File: src/rtl/ddr_rd_sched_pkg.sv
// ddr_rd_sched_pkg: shared types and widths for the DDR read scheduler.
package ddr_rd_sched_pkg;
    typedef enum logic [1:0] {IDLE, CMD, DATA} state_t;
    localparam int BEAT_W = 64;
    function automatic int burst_w(input int n);
        return $clog2(n) + 1;
    endfunction
endpackage

File: src/rtl/ddr_rd_sched_rr.sv
// rr_arbiter: picks the first request after the last grant, wrapping around.
module rr_arbiter #(
    parameter int N = 4,
    localparam int W = $clog2(N)
)(
    input  logic [N-1:0] req,
    input  logic [W-1:0] last,
    output logic [W-1:0] next,
    output logic         found
);
    always_comb begin
        next = last;
        found = 1'b0;
        for (int i = N; i >= 1; i--) begin
            automatic logic [W-1:0] idx = W'((int'(last) + i) % N);
            if (req[idx]) begin
                next = idx;
                found = 1'b1;
            end
        end
    end
endmodule

File: src/rtl/ddr_rd_sched.sv
// ddr_rd_sched: round-robin DDR read command scheduler feeding per-layer weight FIFOs.
module ddr_rd_sched
    import ddr_rd_sched_pkg::*;
#(
    parameter int REQ_NUM    = 4,
    parameter int ADDR_WIDTH = 32,
    parameter int LEN_WIDTH  = 16,
    parameter int BURST_LEN  = 16
)(
    input  logic                                  clk,
    input  logic                                  reset,
    input  logic [REQ_NUM-1:0]                    req_aempty_i,
    input  logic [REQ_NUM-1:0]                    sof_i,
    input  logic [REQ_NUM-1:0][ADDR_WIDTH-1:0]    cfg_base_i,
    input  logic [REQ_NUM-1:0][LEN_WIDTH-1:0]     cfg_len_i,
    output logic                                  ddr_cmd_valid_o,
    input  logic                                  ddr_cmd_ready_i,
    output logic [ADDR_WIDTH-1:0]                 ddr_cmd_addr_o,
    output logic [burst_w(BURST_LEN)-1:0]         ddr_cmd_burst_o,
    input  logic [BEAT_W-1:0]                     ddr_rd_data_i,
    input  logic                                  ddr_rd_valid_i,
    output logic [BEAT_W-1:0]                     ddr_data_o,
    output logic [REQ_NUM-1:0]                    ddr_data_valid_o,
    output logic [$clog2(REQ_NUM)-1:0]            grant_o,
    output logic                                  busy_o,
    output logic                                  err_o
);
    localparam int GW = $clog2(REQ_NUM);
    localparam int BW = burst_w(BURST_LEN);

    state_t               state, state_nxt;
    logic [REQ_NUM-1:0]   elig;
    logic [GW-1:0]        pick;
    logic                 found, accept, last_beat;
    logic [LEN_WIDTH-1:0] offset [REQ_NUM];
    logic [LEN_WIDTH-1:0] rem, adv;
    logic [BW-1:0]        beats_left;

    for (genvar i = 0; i < REQ_NUM; i++) begin : g_elig
        assign elig[i] = req_aempty_i[i] && cfg_len_i[i] != '0;
    end

    rr_arbiter #(.N(REQ_NUM)) u_arb (
        .req   (elig),
        .last  (grant_o),
        .next  (pick),
        .found (found)
    );

    assign accept    = state == CMD && ddr_cmd_ready_i;
    assign last_beat = state == DATA && ddr_rd_valid_i && beats_left == BW'(1);
    assign rem       = cfg_len_i[pick] - offset[pick];
    assign adv       = offset[grant_o] + LEN_WIDTH'(ddr_cmd_burst_o);

    always_ff @(posedge clk or posedge reset) begin
        if (reset) state <= IDLE;
        else       state <= state_nxt;
    end

    always_comb begin
        state_nxt = state == IDLE ? (found ? CMD : IDLE)
                  : state == CMD  ? (ddr_cmd_ready_i ? DATA : CMD)
                  :                 (last_beat ? IDLE : DATA);
    end

    always_comb begin
        ddr_cmd_valid_o = state == CMD;
        busy_o          = state != IDLE;
    end

    // Address and burst are captured at grant so they stay stable while CMD waits.
    always_ff @(posedge clk or posedge reset) begin
        if (reset) begin
            grant_o          <= GW'(REQ_NUM - 1);
            ddr_cmd_addr_o   <= '0;
            ddr_cmd_burst_o  <= '0;
            beats_left       <= '0;
            ddr_data_o       <= '0;
            ddr_data_valid_o <= '0;
            err_o            <= 1'b0;
        end else begin
            ddr_data_valid_o <= '0;
            if (state == IDLE && found) begin
                grant_o         <= pick;
                ddr_cmd_addr_o  <= cfg_base_i[pick] + ADDR_WIDTH'({offset[pick], 3'b000});
                ddr_cmd_burst_o <= rem > LEN_WIDTH'(BURST_LEN) ? BW'(BURST_LEN) : BW'(rem);
            end
            if (accept) beats_left <= ddr_cmd_burst_o;
            if (ddr_rd_valid_i && state == DATA) begin
                ddr_data_o       <= ddr_rd_data_i;
                ddr_data_valid_o <= REQ_NUM'(1) << grant_o;
                beats_left       <= beats_left - BW'(1);
            end else if (ddr_rd_valid_i) begin
                err_o <= 1'b1;
            end
        end
    end

    // Start-of-frame wins over a simultaneous advance.
    for (genvar i = 0; i < REQ_NUM; i++) begin : g_off
        always_ff @(posedge clk or posedge reset) begin
            if (reset)                               offset[i] <= '0;
            else if (sof_i[i])                       offset[i] <= '0;
            else if (accept && grant_o == GW'(i))    offset[i] <= adv >= cfg_len_i[i] ? '0 : adv;
        end
    end
endmodule

File: config.mk
export PLATFORM = sky130hd
export DESIGN_NAME = ddr_rd_sched
export DESIGN_NICKNAME = d
export VERILOG_FILES = /design/src/rtl/ddr_rd_sched_pkg.sv /design/src/rtl/ddr_rd_sched_rr.sv /design/src/rtl/ddr_rd_sched.sv
export SDC_FILE = /design/constraint.sdc
export NUM_CORES = 1
export LEC_CHECK = 0
export ABC_AREA = 1
export ABC_CLOCK_PERIOD_IN_PS = 9410
export BUFFER_PORTS_ARGS = -buffer_cell sky130_fd_sc_hd__buf_2
export CELL_PAD_IN_SITES_DETAIL_PLACEMENT = 2
export CELL_PAD_IN_SITES_GLOBAL_PLACEMENT = 2
export CORE_MARGIN = 2
export CORE_UTILIZATION = 31
export DETAILED_ROUTE_END_ITERATION = 6
export PLACE_DENSITY_LB_ADDON = 0.1
export SETUP_SLACK_MARGIN = 0.02
export SLEW_MARGIN = 20
export SYNTH_ARGS = -nofsm -noshare
export SYNTH_HDL_FRONTEND = slang
export SYNTH_SLANG_ARGS = --single-unit
File: constraint.sdc
create_clock -name clk -period 9.41 [get_ports clk]
set_input_delay 1.882 -clock clk [delete_from_list [all_inputs] [get_ports clk]]
set_output_delay 1.882 -clock clk [all_outputs]
set_load 0.1 [all_outputs]
==> metrics.cfg <==
[placed_design]
hpwl_mm = 49.2
place_congestion = 0.865
portBuffers = 377
dp_worst_setup_slack_ns = 1.83

[clock_tree]
ctsHoldBuffers = 0
root_buffer = clkbuf_16
cts_buffer_depth = 2
clock_latency_ns = 0.48
cts_setup_buffers = 0
clk_pin_slew_ns = 0.08
cts_sinks = 179
cts-htree-levels = 4
cts_buffers = 17
cts_tree = yes
ctsResizeCount = 0

[timing]
fin_tns_setup_ns = 0
finalSetupViolations = 0
period_share_pct = 76.1
fmax_mhz = 140
worst_pin_slew_ns = 1.14
setup_slack_ns = 2.25
rsz0062_at_grt = no
layout_min_cycle_time_ns = 7.16
slew_viol_final = 0
skew_ns = 0.0306
slew_headroom_pct = 23.7
finalHoldViolations = 0

[routing]
dr_total_vias = 15400
via_per_inst = 5.22
ant_nets = 0
wl_per_cell_um = 21.7
wl_met1_mm = 27.8
dr.pass1.iters = 5
drt-total-wl_mm = 63.9
drc_errors = 0
wl_met2_mm = 31.2
drtIter0Drc = 753
top_layer = met5
routed-wl-met3_mm = 3.09

[die]
coreArea_um2 = 44200
die_h_um = 216
start_util_pct = 31.5
fp.dieW_um = 216
die_area_um2 = 46600
num_rows = 77
ios = 378

[cells_and_area]
ff_latch_area_um2 = 4480
fillers = 5370
syn2layout_area_growth_pct = 21.9
drive_above_1_share_pct = 21.2
multi_input_area_um2 = 7960
nets = 2716

[setup_path]
crit_fanout = 78
critPathArrivalTime_ns = 7.52
cp.required_ns = 9.77
reg2reg_setup_slack_ns = 2.40
crit_top_cell = nand2_1
criticalPathCategory = input port to flip-flop
crit_path_start_kind = input port
slowest_delay_ns = 0.55
slowest_stage = inv_6
cp-end-kind = flip-flop

[status]
status = complete, no violations

[synthesis]
synth.largest_area_cell = dfrtp_1
synth.most_common_cell = nand2_1
synth_seq_cells = 179
synthesis.area_um2 = 13900
synth_warnings = 0
ys.flop_type = dfrtp_1
yosys.cell_types.count = 59
synth_edf_count = 0
synth_area_leaders = dfrtp_1 (32%), nand2_1 (13%), ha_1 (9.4%)
synth_nets = 2382
netlist_top_cells_count = nand2_1 (495), inv_1 (280), nor2_1 (231)
async_reset_ff_share_pct = 100
synth-seq-area-share_pct = 32.2
synth_top_area_share_pct = 31.8
postSynthCellCount = 2006
syn_area_per_cell_um2 = 6.94

[run]
cap_violations = 0

[global_routing]
grtUsageTotal_pct = 27.4
grt_pass1_vias = 17100
grt_max_degree = 79
grt_pass1_wl_mm = 99.0
grt_overflow = 0
antenna_found_initial = 5

[hold_path]
hold_class = flip-flop to flip-flop

-- flip-flops by register name, summed over array words and instances (netlist names) --
register and cells:
state 2, err_o 1, offset 64, ddr_cmd_burst_o 5, grant_o 2, ddr_cmd_addr_o 32, ddr_data_valid_o 4, beats_left 5
ddr_data_o 64
-- layout make-up --
cell class              instances  share of cell area [%]
well taps                     592                    4.37
inverters                     295                    6.62
clock buffers                  18                    2.59
repair buffers                400                    12.1
multi-input cells            1447                    46.9
clock inverters                14                   0.922
flip-flops and latches        179                    26.4
diodes                          1                  0.0147
-- routing by layer --
layer,vias up,track usage (%)
met4,8,9.03
met2,369,47.9
met3,92,5.47
met5,-,0
li1,7266,-
met1,7650,33.7
-- path summary, 6_finish.rpt --
path                                              from  cells past startpoint                              to
worst min-delay path                 err_o$_DFFE_PP0P_                      1               err_o$_DFFE_PP0P_
min in group asynchronous                        reset                      2  ddr_cmd_addr_o[10]$_DFFE_PP0P_
worst min register to register       err_o$_DFFE_PP0P_                      1               err_o$_DFFE_PP0P_
worst max-delay path                     cfg_len_i[48]                     35  ddr_cmd_burst_o[0]$_DFFE_PP0P_
worst max register to register  grant_o[1]$_DFFE_PP1P_                     33  ddr_cmd_burst_o[0]$_DFFE_PP0P_
max in group asynchronous                        reset                      3          offset[32]$_DFFE_PP0P_
-- layout by cell type, fill, tap and decap left out, drive strengths merged, types with 2 or more instances in the layout --
| cell type | synthesis | layout |
|---|---|---|
| nand2 | 513 | 513 |
| buf | 30 | 400 |
| inv | 292 | 300 |
| nor2 | 239 | 239 |
| dfrtp | 177 | 177 |
| o21ai | 174 | 174 |
| ha | 105 | 105 |
| a21oi | 96 | 96 |
| nand3 | 89 | 89 |
| o32ai | 45 | 45 |
| o22ai | 38 | 38 |
| nand4 | 21 | 21 |
| xor2 | 19 | 19 |
| clkbuf | 55 | 18 |
| a32oi | 17 | 17 |
| xnor2 | 13 | 13 |
| nor3 | 13 | 13 |
| a31oi | 11 | 11 |
| a21o | 6 | 6 |
| nand3b | 6 | 6 |
| clkinv | 3 | 6 |
| or2 | 5 | 5 |
| o221ai | 5 | 5 |
| o211ai | 4 | 4 |
| o21bai | 4 | 4 |
| a21boi | 4 | 4 |
| a221oi | 3 | 3 |
| fa | 3 | 3 |
| o32a | 2 | 2 |
| o31ai | 2 | 2 |
| a211oi | 2 | 2 |
| clkinvlp | 0 | 2 |
| dfstp | 2 | 2 |
| a2111oi | 2 | 2 |
-- critical path: cells and delay by family --
kind / cells / cell delay (ns)
compound gates: 7 / 1.40
simple gates: 22 / 2.71
buf+inv: 4 / 0.81
fa+ha+maj: 2 / 0.64
-- metrics by stage --
step	std cells	util, %	cell area (um2)	hold slack [ns]
after global routing	2946	38.4	17000	0.500
after detailed placement	2913	37.0	16400	0.457
final	2946	38.4	17000	0.476
after global placement	2913	37.0	16400	0.445
after floorplan	2006	-	13900	0.488
after CTS	2945	38.3	17000	0.480
-- kinds of logic (layout without fill, tap and decap cells) --
family | Yosys count | in the layout | synth area share [%]
AND/OR/NAND/NOR | 888 | 888 | 27.0
AO/OA/AOI/OAI | 419 | 419 | 18.1
buffers and inverters | 380 | 727 | 10.8
flip-flops | 179 | 179 | 32.2
adder cells (fa/ha/maj) | 108 | 108 | 9.87
XOR/XNOR | 32 | 32 | 2.01
other | 0 | 1 | 0
Power is left out: the tool's default activity adds up to more than one toggle a clock period on the data nets, which glitch-free logic cannot reach.
